<file path="config.mk">
export PLATFORM = sky130hd
export DESIGN_NAME = wave_capture_ctrl
export DESIGN_NICKNAME = d
export VERILOG_FILES = /design/src/rtl/wave_pkg.sv /design/src/rtl/wave_trig_det.sv /design/src/rtl/wave_capture_ctrl.sv
export SDC_FILE = /design/constraint.sdc
export NUM_CORES = 1
export LEC_CHECK = 0
export ABC_AREA = 1
export CORE_MARGIN = 2
export CORE_UTILIZATION = 40
export DETAILED_ROUTE_END_ITERATION = 7
export HOLD_SLACK_MARGIN = 0.1
export PLACE_DENSITY = 0.67
export SETUP_SLACK_MARGIN = 0.1
export SYNTH_ARGS = -nofsm -noshare
export SYNTH_HDL_FRONTEND = slang
export SYNTH_HIERARCHICAL = 1
export SYNTH_SLANG_ARGS = --single-unit
</file>
<file path="constraint.sdc">
create_clock -name clk -period 3.45 [get_ports clk]
set_input_delay 0.8625 -clock clk [delete_from_list [all_inputs] [get_ports clk]]
set_output_delay 0.8625 -clock clk [all_outputs]
set_load 0.1 [all_outputs]
</file>
<file path="src/rtl/wave_pkg.sv">
// Shared state encoding and size defaults for the waveform capture controller.
package wave_pkg;

  localparam int WAVE_DW        = 10;
  localparam int WAVE_FRAME_LEN = 640;
  localparam int FLUSH_CYCLES   = 4;

  typedef enum logic [2:0] {
    IDLE      = 3'd0,
    FLUSH     = 3'd1,
    WAIT_TRIG = 3'd2,
    CAPTURE   = 3'd3,
    DONE      = 3'd4
  } wave_state_t;

endpackage

</file>
<file path="src/rtl/wave_trig_det.sv">
// Level-crossing trigger detector with hysteresis arming for rising or falling edges.
module wave_trig_det #(
  parameter int DW   = 10,
  parameter int HYST = 8
) (
  input  logic          clk,
  input  logic          rst,
  input  logic          clear,
  input  logic          sample_ok,
  input  logic [DW-1:0] sample,
  input  logic [DW-1:0] level,
  input  logic          trig_edge,
  output logic          hit
);

  localparam int          DW1      = DW + 1;
  localparam logic [DW:0] HYST_EXT = DW1'(HYST);

  logic [DW:0]   level_ext;
  logic [DW:0]   hi_sum;
  logic [DW-1:0] arm_lo;
  logic [DW-1:0] arm_hi;
  logic          arm_cond;
  logic          armed;

  // Arm thresholds saturate at the code range ends so extreme levels still arm.
  always_comb begin
    level_ext = {1'b0, level};
    hi_sum    = level_ext + HYST_EXT;
    arm_lo    = (level_ext >= HYST_EXT) ? (level - HYST_EXT[DW-1:0]) : '0;
    arm_hi    = hi_sum[DW] ? '1 : hi_sum[DW-1:0];
    arm_cond  = trig_edge ? (sample >= arm_hi) : (sample <= arm_lo);
    hit       = armed && (trig_edge ? (sample <= level) : (sample >= level));
  end

  always_ff @(posedge clk or posedge rst) begin
    if (rst) begin
      armed <= 1'b0;
    end else if (clear) begin
      armed <= 1'b0;
    end else if (sample_ok && arm_cond) begin
      armed <= 1'b1;
    end
  end

endmodule

</file>
<file path="src/rtl/wave_capture_ctrl.sv">
// Frame capture controller: decimates ADC samples, waits for a trigger and
// writes one fixed-length frame into the FIFO write port.
module wave_capture_ctrl
  import wave_pkg::*;
#(
  parameter int          DW        = WAVE_DW,
  parameter int          FRAME_LEN = WAVE_FRAME_LEN,
  parameter int          HYST      = 8,
  parameter logic [23:0] AUTO_TO   = 24'd5_000_000
) (
  input  logic          clk,
  input  logic          rst,
  input  logic          run,
  input  logic          rearm,
  input  logic          auto_en,
  input  logic [15:0]   decim,
  input  logic [DW-1:0] trig_level,
  input  logic          trig_edge,
  input  logic [DW-1:0] adc_data,
  input  logic          adc_valid,
  input  logic          fifo_full,
  output logic          fifo_we,
  output logic [DW-1:0] fifo_di,
  output logic          fifo_rst,
  output logic          frame_done,
  output logic          auto_trig,
  output logic          ovf
);

  localparam int             FCW        = (FRAME_LEN > 1) ? $clog2(FRAME_LEN) : 1;
  localparam logic [FCW-1:0] LAST_WORD  = FCW'(FRAME_LEN - 1);
  localparam logic [1:0]     FLUSH_LAST = 2'(FLUSH_CYCLES - 1);

  wave_state_t    state;
  wave_state_t    next_state;
  logic [15:0]    decim_q;
  logic [15:0]    dec_cnt;
  logic [FCW-1:0] frame_cnt;
  logic [1:0]     flush_cnt;
  logic [23:0]    to_cnt;

  logic in_flush, in_wait, in_capture, sampling;
  logic accept, trig_hit, trig_event, take_word, last_word, write_ok;
  logic enter_flush, enter_done;

  wave_trig_det #(
    .DW   (DW),
    .HYST (HYST)
  ) u_trig (
    .clk       (clk),
    .rst       (rst),
    .clear     (enter_flush),
    .sample_ok (in_wait && accept),
    .sample    (adc_data),
    .level     (trig_level),
    .trig_edge (trig_edge),
    .hit       (trig_hit)
  );

  always_ff @(posedge clk or posedge rst) begin
    if (rst) begin
      state <= IDLE;
    end else begin
      state <= next_state;
    end
  end

  // Dropping run overrides every other transition, including rearm.
  always_comb begin
    next_state = state;
    case (state)
      IDLE:      if (run) next_state = FLUSH;
      FLUSH:     if (flush_cnt == FLUSH_LAST) next_state = WAIT_TRIG;
      WAIT_TRIG: if (trig_event) next_state = last_word ? DONE : CAPTURE;
      CAPTURE:   if (last_word) next_state = DONE;
      DONE:      if (rearm) next_state = FLUSH;
      default:   next_state = IDLE;
    endcase
    if (!run) next_state = IDLE;
    enter_flush = (next_state == FLUSH) && (state != FLUSH);
    enter_done  = (next_state == DONE) && (state != DONE);
  end

  always_comb begin
    in_flush   = (state == FLUSH);
    in_wait    = (state == WAIT_TRIG);
    in_capture = (state == CAPTURE);
    sampling   = in_wait || in_capture;
    accept     = sampling && adc_valid && (dec_cnt == decim_q);
    trig_event = in_wait && accept && (trig_hit || (auto_en && (to_cnt >= AUTO_TO)));
    take_word  = (in_capture && accept) || trig_event;
    last_word  = take_word && (frame_cnt == LAST_WORD);
    write_ok   = take_word && run;
  end

  // A word dropped on fifo_full still counts toward the frame length.
  always_ff @(posedge clk or posedge rst) begin
    if (rst) begin
      decim_q    <= '0;
      dec_cnt    <= '0;
      frame_cnt  <= '0;
      flush_cnt  <= '0;
      to_cnt     <= '0;
      fifo_we    <= 1'b0;
      fifo_di    <= '0;
      fifo_rst   <= 1'b1;
      frame_done <= 1'b0;
      auto_trig  <= 1'b0;
      ovf        <= 1'b0;
    end else begin
      fifo_rst   <= (next_state == FLUSH);
      frame_done <= enter_done;
      fifo_we    <= write_ok && !fifo_full;
      if (write_ok) fifo_di <= adc_data;
      if (enter_flush) begin
        decim_q   <= decim;
        dec_cnt   <= '0;
        frame_cnt <= '0;
        flush_cnt <= '0;
        to_cnt    <= '0;
        auto_trig <= 1'b0;
        ovf       <= 1'b0;
      end else begin
        if (in_flush) flush_cnt <= flush_cnt + 2'd1;
        if (in_wait && (to_cnt < AUTO_TO)) to_cnt <= to_cnt + 24'd1;
        if (sampling && adc_valid) dec_cnt <= accept ? '0 : dec_cnt + 16'd1;
        if (take_word) frame_cnt <= last_word ? '0 : frame_cnt + FCW'(1);
        if (trig_event) auto_trig <= !trig_hit;
        if (write_ok && fifo_full) ovf <= 1'b1;
      end
    end
  end

endmodule
</file>
==> flow_summary.toml <==
[synth]
synth_top_area_share = 0.357
synth-edff-count = 0
yosysWarnings = 6
async_flop_share = 1.00
synth_cells = 830
synthTopCellsByCount = "nand2_1, inv_1, nor2_1, dfrtp_1, nand3_1"
ys_seq_area_frac = 0.362
synth_cell_types = 45
ys_top_cells_by_area = "dfrtp_1, nand2_1, inv_1, ha_1, nor2_1"
synth_seq_cells = 87
syn-cell-area_mm2 = 0.00602
yosys.cell_count.top_type = "nand2_1"
postSynthAreaPerCell_um2 = 7.26
ys.flop_type = "dfrtp_1"
yosysTopAreaCell = "dfrtp_1"
syn-num-nets = 911

[cts]
cts_buffer_depth = 2
worst_skew_pair.late_latency_ns = 0.36
clkSinkCount = 87
cts-root-buf = "clkbuf_16"
cts_buffers = 9
clk_pin_slew_ns = 0.07
cts_tree = "built"
h-tree-depth = 3

[grt]
grt_pass1_vias = 5165
antenna_found_initial = 0
grt_pass1_wl_mm = 24.0
grt.overflow.total = 0
track_usage = 0.185
grt_max_degree = 40

[worst_setup_path]
critical_path_required_ns = 3.70
critical_path_class = "input pin to flip-flop"
crit_path_end_kind = "flip-flop"
crit_path_start_kind = "input pin"
arrival_ns = 3.43
critPathMaxFanout = 5

[job]
maxCapViolCount = 0

[run_status]
status = "complete, no violations"

[floorplan]
num_io_pins = 59
die_x_um = 127
initial_utilization = 0.411
rows = 44
die-area_mm2 = 0.0161
die_height_um = 127
fp.coreArea_mm2 = 0.0146

[power]
p_int_uw = 2050
power.total_uw = 3160
max-vdd-ir-drop_mv = 0.272
pwr-share-clk = 0.307
power_switching_uw = 1110
power.leakage_uw = 0.00397
p_comb_frac = 0.298
p_seq_frac = 0.395
cellPowerDensity_mw_per_mm2 = 407
sw_frac_of_total = 0.351

[detailed_routing]
first_iter_violations = 276
viasPerCell = 4.85
first_pass_iters = 5
vias = 5504
route.final.wire_length_mm = 14.8
drt-wirelength-per-cell_um = 13.1
ant_nets = 0
drc = 0

[timing]
fin_crit_ns = 3.18
drv_slew = 0
setup_viol = 0
setup_tns_ns = 0
grt_setup_unrepaired = "no"
fin_crit_sh = 0.923
slew_headroom = 0.565
tightestPinTransition_ns = 0.652
fmax_mhz = 314
fin_worst_skew_ns = 0.0120
layout_setup_ws_ns = 0.265
finalHoldViolCount = 0

[final_layout]
diodes = 0
areaGrowthSynthToFinish_pct = 29.0
drive_gt1_frac = 0.171
layout.nets = 1026

[place]
routabilityCongestion = 0.936
port_buffers = 58
hpwl_mm = 10.8
pre_cts_slack_ns = -0.344

[min_path]
hold_class = "flip-flop to flip-flop"
## per-stage QoR
step                instance area (um2)  hold slack (ns)   util  cells
floorplan                          6020            0.462      -    830
global placement                   7120            0.484  0.486   1107
detailed placement                 7120            0.489  0.486   1107
CTS                                7410            0.507  0.506   1123
global route                       7770            0.529  0.531   1134
finish                             7770            0.507  0.531   1134
## cells in the final DEF (no fill, tap or decap), drive strengths merged, types with 5 or more instances in the layout
| master | instances |
|---|---|
| nand2 | 214 |
| inv | 142 |
| nor2 | 129 |
| dfrtp | 86 |
| buf | 71 |
| nand3 | 43 |
| ha | 37 |
| nand4 | 34 |
| o21ai | 28 |
| clkdlybuf4s50 | 24 |
| xor2 | 22 |
| dlymetal6s2s | 19 |
| a21oi | 15 |
| clkbuf | 13 |
| o22ai | 12 |
| nor3 | 12 |
| mux2 | 10 |
| xnor2 | 9 |
| or2 | 5 |
## area by class of cell
class	count	area [um2]
inverters	139	536
fillers	1384	6870
repair inverters	1	11.3
flip-flops and latches	87	2180
multi-input cells	589	3300
repair buffers	118	1230
well taps	184	230
clock inverters	7	61.3
clock buffers	9	225
## power by group through the flow
stage	logic (uW)	registers (uW)	clock network [uW]
floorplan	582	1240	0
global placement	807	1260	0
detailed placement	826	1260	0
CTS	835	1240	988
global route	1070	1260	1030
finish	942	1250	970
## worst max-delay path, stage by stage
cell,delay (ns)
clkdlybuf4s50_1,0.50
ha_1,0.16
nor2_1,0.04
o211ai_1,0.20
nand3_1,0.11
nand2_1,0.09
nand2_2,0.07
a21oi_4,0.18
inv_2,0.05
nand2_2,0.09
nand2_2,0.07
nand2_2,0.07
nand2_2,0.08
nand2_4,0.11
nand2_2,0.08
nand2_4,0.10
nand3_4,0.20
inv_8,0.17
clkbuf_16,0.15
nor2_1,0.04
## layer usage
| layer | part of all wire | up-vias | GRT usage |
|---|---|---|---|
| met5 | 0 | - | 0 |
| met4 | 0.021 | 0 | 0.0627 |
| met3 | 0.041 | 23 | 0.0384 |
| met2 | 0.45 | 110 | 0.292 |
| met1 | 0.49 | 2510 | 0.255 |
| li1 | - | 2861 | - |
## registers in the layout, summed over array words and instances (netlist names)
register	flops
ovf	1
frame_cnt	10
fifo_rst	1
dec_cnt	16
state	3
auto_trig	1
fifo_di	10
u_trig/armed	1
frame_done	1
to_cnt	24
decim_q	16
flush_cnt	2
fifo_we	1
## logic make-up (layout without fill, tap and decap cells)
kind of cell,count (synthesis),count (layout),share of synthesized area
XOR/XNOR,31,31,0.0451
flip-flops,87,87,0.362
AO/OA/AOI/OAI,67,67,0.0654
buffers and inverters,154,274,0.107
multiplexers,10,10,0.0187
adder cells (fa/ha/maj),37,37,0.0769
AND/OR/NAND/NOR,444,444,0.325
## worst paths after layout
kind,from,endpoint,slack [ns],cells past startpoint
max,trig_level[0],to_cnt[16],0.27,20
min,decim_q[2],decim_q[2],0.51,2
min reg2reg,decim_q[2],decim_q[2],0.51,2
max reg2reg,frame_cnt[0],to_cnt[16],0.82,13
min in group asynchronous,rst,u_trig/armed,0.73,2
max in group asynchronous,rst,fifo_rst,1.79,3
## repair_timing
item,CTS,global route
pin swaps,0,19
setup buffers,0,4
hold buffers,0,0
gates cloned,0,7
gates resized for setup,3,46
endpoints found under the setup margin,71,83
Power figures use the tool's default switching activity.
